==> src/rtl/keypad_pkg.sv <==
// rtl/keypad_pkg.sv - shared types and helpers for the keypad scanner
package keypad_pkg;

  typedef enum logic [1:0] {
    ST_SCAN,
    ST_DEBOUNCE,
    ST_HELD,
    ST_RELEASE
  } state_t;

  localparam logic [3:0] ROWS_IDLE = 4'b1111;

  // Lowest-index low row wins when several rows read low.
  function automatic logic [1:0] row_encode(input logic [3:0] rows);
    logic [1:0] r;
    if (!rows[0]) begin
      r = 2'd0;
    end else if (!rows[1]) begin
      r = 2'd1;
    end else if (!rows[2]) begin
      r = 2'd2;
    end else begin
      r = 2'd3;
    end
    return r;
  endfunction

  // Key code is row*4 + col.
  function automatic logic [3:0] key_compose(input logic [1:0] row, input logic [1:0] col);
    return {row, col};
  endfunction

  // One-hot active-low column strobe for a column index.
  function automatic logic [3:0] col_decode(input logic [1:0] col);
    return ~(4'b0001 << col);
  endfunction

endpackage

==> src/rtl/sync_2ff.sv <==
// rtl/sync_2ff.sv - 4-bit two-flop synchroniser, resets to idle (all ones)
module sync_2ff (
  input  logic       clk,
  input  logic       rst_n,
  input  logic [3:0] i_d,
  output logic [3:0] o_q
);

  logic [3:0] r_meta;
  logic [3:0] r_sync;

  // Two back-to-back flops to resolve metastability on the raw rows.
  always_ff @(posedge clk or negedge rst_n) begin
    if (!rst_n) begin
      r_meta <= 4'b1111;
      r_sync <= 4'b1111;
    end else begin
      r_meta <= i_d;
      r_sync <= r_meta;
    end
  end

  assign o_q = r_sync;

endmodule

==> src/rtl/keypad_scanner.sv <==
// rtl/keypad_scanner.sv - 4x4 matrix keypad scanner with debounce and write address
module keypad_scanner
  import keypad_pkg::*;
#(
  parameter int SCAN_DIV        = 1000,
  parameter int DEBOUNCE_CYCLES = 20000
) (
  input  logic       clk,
  input  logic       rst_n,
  input  logic       ena,
  input  logic [3:0] row_in,
  output logic [3:0] col_out,
  output logic [3:0] key_code,
  output logic       key_valid,
  output logic       key_held,
  output logic [1:0] wr_addr
);

  localparam int TW = $clog2(SCAN_DIV);
  localparam int DW = $clog2(DEBOUNCE_CYCLES + 1);
  localparam logic [TW-1:0] TIMER_LAST = TW'(SCAN_DIV - 1);
  localparam logic [DW-1:0] DEB_LAST   = DW'(DEBOUNCE_CYCLES);

  logic [3:0]    w_rows_s;
  state_t        r_state;
  logic [TW-1:0] r_timer;
  logic [DW-1:0] r_cnt;
  logic [1:0]    r_col_idx;
  logic [3:0]    r_pattern;
  logic [3:0]    r_col_out;
  logic [3:0]    r_key_code;
  logic          r_key_valid;
  logic          r_key_held;
  logic [1:0]    r_wr_addr;

  sync_2ff u_sync (
    .clk   (clk),
    .rst_n (rst_n),
    .i_d   (row_in),
    .o_q   (w_rows_s)
  );

  // Scan / debounce / hold / release sequencing with all outputs registered.
  always_ff @(posedge clk or negedge rst_n) begin
    if (!rst_n) begin
      r_state     <= ST_SCAN;
      r_timer     <= '0;
      r_cnt       <= '0;
      r_col_idx   <= 2'd0;
      r_pattern   <= ROWS_IDLE;
      r_col_out   <= 4'b1110;
      r_key_code  <= 4'd0;
      r_key_valid <= 1'b0;
      r_key_held  <= 1'b0;
      r_wr_addr   <= 2'd0;
    end else if (!ena) begin
      // Disabled: park in SCAN with columns released; code, address and column are kept.
      r_state     <= ST_SCAN;
      r_timer     <= '0;
      r_cnt       <= '0;
      r_col_out   <= 4'b1111;
      r_key_valid <= 1'b0;
      r_key_held  <= 1'b0;
    end else begin
      r_key_valid <= 1'b0;
      r_col_out   <= col_decode(r_col_idx);
      // Address moves on the edge that ends the strobe, so it is stable during it.
      if (r_key_valid) begin
        r_wr_addr <= r_wr_addr + 2'd1;
      end
      case (r_state)
        ST_SCAN: begin
          if (r_timer == TIMER_LAST) begin
            r_timer <= '0;
            if (w_rows_s == ROWS_IDLE) begin
              r_col_idx <= r_col_idx + 2'd1;
              r_col_out <= col_decode(r_col_idx + 2'd1);
            end else begin
              r_pattern <= w_rows_s;
              r_cnt     <= '0;
              r_state   <= ST_DEBOUNCE;
            end
          end else begin
            r_timer <= r_timer + TW'(1);
          end
        end
        ST_DEBOUNCE: begin
          if (w_rows_s != r_pattern) begin
            r_state <= ST_SCAN;
            r_timer <= '0;
          end else if (r_cnt == DEB_LAST) begin
            r_key_code  <= key_compose(row_encode(r_pattern), r_col_idx);
            r_key_valid <= 1'b1;
            r_key_held  <= 1'b1;
            r_state     <= ST_HELD;
          end else begin
            r_cnt <= r_cnt + DW'(1);
          end
        end
        ST_HELD: begin
          if (w_rows_s == ROWS_IDLE) begin
            r_cnt   <= '0;
            r_state <= ST_RELEASE;
          end
        end
        ST_RELEASE: begin
          if (w_rows_s != ROWS_IDLE) begin
            // Bounce or ghost press while releasing: swallow it.
            r_state <= ST_HELD;
          end else if (r_cnt == DEB_LAST) begin
            r_state    <= ST_SCAN;
            r_key_held <= 1'b0;
            r_timer    <= '0;
            r_col_idx  <= r_col_idx + 2'd1;
            r_col_out  <= col_decode(r_col_idx + 2'd1);
          end else begin
            r_cnt <= r_cnt + DW'(1);
          end
        end
        default: begin
          r_state <= ST_SCAN;
        end
      endcase
    end
  end

  assign col_out   = r_col_out;
  assign key_code  = r_key_code;
  assign key_valid = r_key_valid;
  assign key_held  = r_key_held;
  assign wr_addr   = r_wr_addr;

endmodule

==> config.mk <==
export PLATFORM = sky130hd
export DESIGN_NAME = keypad_scanner
export DESIGN_NICKNAME = d
export VERILOG_FILES = /design/src/rtl/keypad_pkg.sv /design/src/rtl/sync_2ff.sv /design/src/rtl/keypad_scanner.sv
export SDC_FILE = /design/constraint.sdc
export NUM_CORES = 1
export LEC_CHECK = 0
export CORE_AREA = 2 2 77 94
export DETAILED_ROUTE_END_ITERATION = 10
export DIE_AREA = 0 0 79 96
export PLACE_DENSITY = 0.64
export SYNTH_ARGS = -nofsm -noshare
export SYNTH_HDL_FRONTEND = slang
export SYNTH_SLANG_ARGS = --single-unit
==> constraint.sdc <==
create_clock -name clk -period 2.6 [get_ports clk]
set_input_delay 0.78 -clock clk [delete_from_list [all_inputs] [get_ports clk]]
set_output_delay 0.78 -clock clk [all_outputs]
set_load 0.01 [all_outputs]
Word-level counts from Yosys, hierarchy flattened:

Cells that the tools add are included.

* shift operators: 2
* reduce and logical (&&, ||, !) cells: 10
* equality and inequality tests: 24
* add/sub/neg operators: 4
* bitwise logic cells: 4
* mux-type cells: 47

Operator list (number)
* 2-to-1 mux 15 bit: 7
* case mux 15 bit (4 select lines): 1
* 2-to-1 mux 10 bit: 5
* case mux 10 bit (3 select lines): 1
* 2-to-1 mux 2 bit: 14
* inequality test 3 bit, second input constant: 8
* 2-to-1 mux 4 bit: 5
* adder 15 x 1 -> 15 bit, second input constant: 1
* == test 15 bit, second input constant: 1
* AND reduction 5 bit: 3
* inequality test 4 bit, second input constant: 3
* AND reduction 4 bit: 3
* adder 10 x 1 -> 10 bit, second input constant: 1
* == test 10 bit, second input constant: 1
* 2-to-1 mux 1 bit: 10
* inequality test 2 bit, second input constant: 4
* inverter 4 bit: 2
* case mux 2 bit (4 select lines): 1
* case mux 4 bit (2 select lines): 1
* << shifter 1 x 2 -> 4 bit, first input constant: 2
* AND reduction 6 bit: 1
* adder 2 x 1 -> 2 bit, second input constant: 2
* == test 2 bit, second input constant: 2
* == test 4 bit, second input constant: 1
* other kinds (10): 11

* output and inout bits: 12
* logic and storage cells: 103
* register bits: 53

Longest topological paths before layout:

* depth in word-level cells: 7
* gate-level depth with buffers: 8
* depth with buffers taken out: 7

Hierarchy:

A second synthesis with hierarchy kept.

* cell total of the unflattened synthesis: 294
* area, all modules: 2984.1 sq um

By module, submodules not included
* keypad_scanner: times used 1, area each 2773.9 sq um, sequential area each 1134.8 sq um, cells each 286
* sync_2ff: times used 1, area each 210.2 sq um, sequential area each 210.2 sq um, cells each 8

Worst setup path after synthesis:

Ideal clock, no wire load.

* path type: reg-to-reg
* start point: register u_sync.r_sync[3], in the netlist u_sync.o_q[3]
* end point: register r_key_code[0], in the netlist key_code[0]
* setup time: 125 ps
* data required time: 2475 ps
* cell stages (with the launch flop): 7
* data arrival time: 2122 ps
* period minus slack after synthesis: 2247 ps
* setup slack: 353 ps
* cell sequence: dfstp_2 xor2_1 or4_4 or2_4 or3_1 buf_6 mux2_4

* longest elaborated chain between the ends: 3

RTL lines
* from (decl): line sync_2ff.sv:10 `logic [3:0] r_sync;`
* from (signal assigned): line sync_2ff.sv:19 `r_sync <= r_meta;`
* inequality test 4 bit: line keypad_scanner.sv:88 `if (w_rows_s != r_pattern) begin`
* inverter 1 bit (no source line)
* AND reduction 4 bit (no source line)
* to (signal assigned): line keypad_scanner.sv:92 `r_key_code <= key_compose(row_encode(r_pattern), r_col_idx);`
* to (decl): line keypad_scanner.sv:31 `logic [3:0] r_key_code;`

Every way passes these cells.
A chain may end at the register's enable or synchronous reset.

Worst setup path after layout:

Ends and elaborated chain as after synthesis.

==> impl_metrics.env <==
export IMPL_viasPerCell=5.85
export IMPL_drv_cap=0
export IMPL_synth_largest_area_cell="dfrtp_1"
export IMPL_post_dp_hpwl_mm=4.57
export IMPL_numCtsBuffers=5
export IMPL_crit_fanout=4
export IMPL_setup_violations=0
export IMPL_tns_ns=0
export IMPL_ys_ff_latch=53
export IMPL_power_density_mw_per_mm2=420
export IMPL_clkPwrFrac_pct=34.2
export IMPL_drtIter0Drc=82
export IMPL_max_vdd_ir_drop_v=0.000378
export IMPL_start_kind="flip-flop"
export IMPL_dr_pass1_iters=4
export IMPL_power_share_combinational_pct=5.1
export IMPL_worst_pin_slew_ns=0.677
export IMPL_core_area_sq_mm=0.00669
export IMPL_synth_area_leaders="dfrtp_1 (33%), dfstp_2 (14%), o21ai_0 (4.9%), ha_1 (4.8%), nand2_1 (3.9%)"
export IMPL_grt_start_max_net_pins=54
export IMPL_ctsHoldBuffers=0
export IMPL_ys_types=58
export IMPL_final_cell_mix="dfrtp_1 (38), nand2_1 (30), o21ai_0 (28)"
export IMPL_fmaxAchievable_mhz=425
export IMPL_die_area_sq_mm=0.00758
export IMPL_p_int_mw=1.07
export IMPL_slew_violations=0
export IMPL_grt_overflow_total=0
export IMPL_antenna_found_initial=0
export IMPL_die_w_um=79
export IMPL_htreeDepth=2
export IMPL_timing_slew_headroom_pct=54.4
export IMPL_synth_edff_count=0
export IMPL_die_h_um=96
export IMPL_grt_pass1_vias=2330
export IMPL_final_common_cell="dfrtp_1"
export IMPL_gp_congestion=0.855
export IMPL_seqPwrFrac_pct=60.7
export IMPL_clk_latency_ns=0.31
export IMPL_clk_path_buf_depth=2
export IMPL_switching_power_uw=337
export IMPL_postRouteAntennaNets=0
export IMPL_post_route_cells_drive_above_1_share_pct=17.2
export IMPL_syn_num_nets=311
export IMPL_grt_pass1_wl_mm=10.9
export IMPL_nNetsFinal=342
export IMPL_seq_area_frac_synth_pct=46.6
export IMPL_cts_reportedPaths_clkPinSlew_ns=0.10
export IMPL_rsz0062_at_grt="no"
export IMPL_hold_path_class="flip-flop to flip-flop"
export IMPL_critPathKind="flip-flop to flip-flop"
export IMPL_synthArstFlopShare_pct=100
export IMPL_ys_flop_type="dfrtp_1"
export IMPL_finalCritPeriodShare_pct=90.5
export IMPL_num_vias=2410
export IMPL_start_util_pct=43.2
export IMPL_area_growth_pct=15.6
export IMPL_required_ns=2.80
export IMPL_multiInputGateArea_sq_mm=0.00144
export IMPL_totalWireLength_mm=6.29
export IMPL_dp_slack_ns=0.111
export IMPL_crit_path_end_kind="flip-flop"
export IMPL_synth_area_sq_mm=0.00289
export IMPL_tritoncts="built"
export IMPL_swShare_pct=24.0
export IMPL_clock_sinks=53
export IMPL_p_leak_nw=1.37
export IMPL_synth_top_area_share_pct=32.9
export IMPL_synth_avg_cell_area_sq_um=9.86
export IMPL_grt_usage_pct=17.9
export IMPL_n_fill_cell=646
export IMPL_skew_ns=0.00881
export IMPL_rows=33
export IMPL_finalCriticalPeriod_ns=2.35
export IMPL_yosysWarnings=0
export IMPL_status="completed"
export IMPL_seq_area_sq_mm=0.00135
export IMPL_hold_viol=0
export IMPL_diodes=0
export IMPL_port_buffers=18
export IMPL_drc_errors=0
export IMPL_cts_setup_buffers=0
export IMPL_fin_ws_ns=0.248
export IMPL_syn_inst=293
export IMPL_wl_per_cell_um=15.3
export IMPL_io_pins=19
export IMPL_worstPathArrival_ns=2.55
export IMPL_cts_resized=0
export IMPL_clock_root_buffer="clkbuf_8"
==> registers in the layout, summed over array words and instances (netlist names) <==
| register | cells |
|---|---|
| col_out | 4 |
| key_code | 4 |
| key_held | 1 |
| key_valid | 1 |
| r_cnt | 15 |
| r_col_idx | 2 |
| r_pattern | 4 |
| r_state | 2 |
| r_timer | 10 |
| u_sync.o_q | 4 |
| u_sync.r_meta | 4 |
| wr_addr | 2 |
==> synth_stat cells, types with 5 or more instances <==
cell type	number
nor2_1	18
clkbuf_1	8
inv_1	14
a21oi_1	10
ha_1	11
a31oi_1	6
dfrtp_1	38
o311ai_0	5
nand3_1	16
dfstp_2	15
nand2_1	30
o31ai_1	10
o21ai_0	28
nand4_1	6
==> power groups by stage <==
stage	logic, mW	clock network (mW)	registers, mW
floorplan	0.0285	0	0.866
global placement	0.0730	0	0.867
detailed placement	0.0732	0	0.868
CTS	0.0734	0.503	0.852
global route	0.0814	0.544	0.854
finish	0.0716	0.480	0.852
==> cell type report <==
cell class / count / area share [%]
multi-input combinational: 216 / 43.3
sequential: 53 / 40.3
timing repair buffer: 34 / 8.85
tap: 87 / 3.26
clock buffer: 5 / 2.06
inverter: 14 / 1.57
clock inverter: 3 / 0.712
==> worst max-delay path, stage by stage (launching register included) <==
cell and delay, ns:
dfstp_2 0.57, xor2_1 0.08, or4_4 0.56, or2_4 0.26, or3_1 0.43, mux2_4 0.34
==> logic make-up (layout without fill, tap and decap cells) <==
family          count (synthesis)  count (layout)  synth area share, %
simple gates                  102             102                 19.1
compound gates                 86              86                 20.0
flops                          53              53                 46.6
buf+inv                        24              56                 3.42
fa+ha+maj                      11              11                 4.77
mux                            10              10                 3.99
xor+xnor                        7               7                 2.12
==> path summary, 6_finish.rpt <==
check	from	end	slack, ns	cells after the start
setup / recovery	u_sync.o_q[3]	key_code[0]	0.25	5
hold / removal	u_sync.r_meta[2]	u_sync.o_q[2]	0.36	0
setup reg to reg	u_sync.o_q[3]	key_code[0]	0.25	5
hold reg to reg	u_sync.r_meta[2]	u_sync.o_q[2]	0.36	0
max in group asynchronous	rst_n	r_cnt[9]	1.59	2
min in group asynchronous	rst_n	wr_addr[1]	0.57	2
==> metal layers <==
layer / up-vias / GRT usage, % / routed length [um]
li1: 1162 / - / -
met1: 1204 / 22.9 / 2790
met2: 42 / 31.3 / 3280
met3: 2 / 2.25 / 200
met4: 0 / 6.32 / 27
met5: - / 0 / 0
==> stage by stage <==
step | power, mW | util, % | cells | instance area (sq um) | hold WS (ns)
after CTS | 1.43 | 49.9 | 412 | 3340 | 0.363
after global routing | 1.48 | 49.9 | 412 | 3340 | 0.367
after detailed placement | 0.941 | 48.5 | 404 | 3250 | 0.347
final | 1.40 | 49.9 | 412 | 3340 | 0.360
after floorplan | 0.895 | - | 293 | 2890 | 0.345
after global placement | 0.940 | 48.5 | 404 | 3250 | 0.346
No activity file was read; power rests on OpenSTA's default activity.
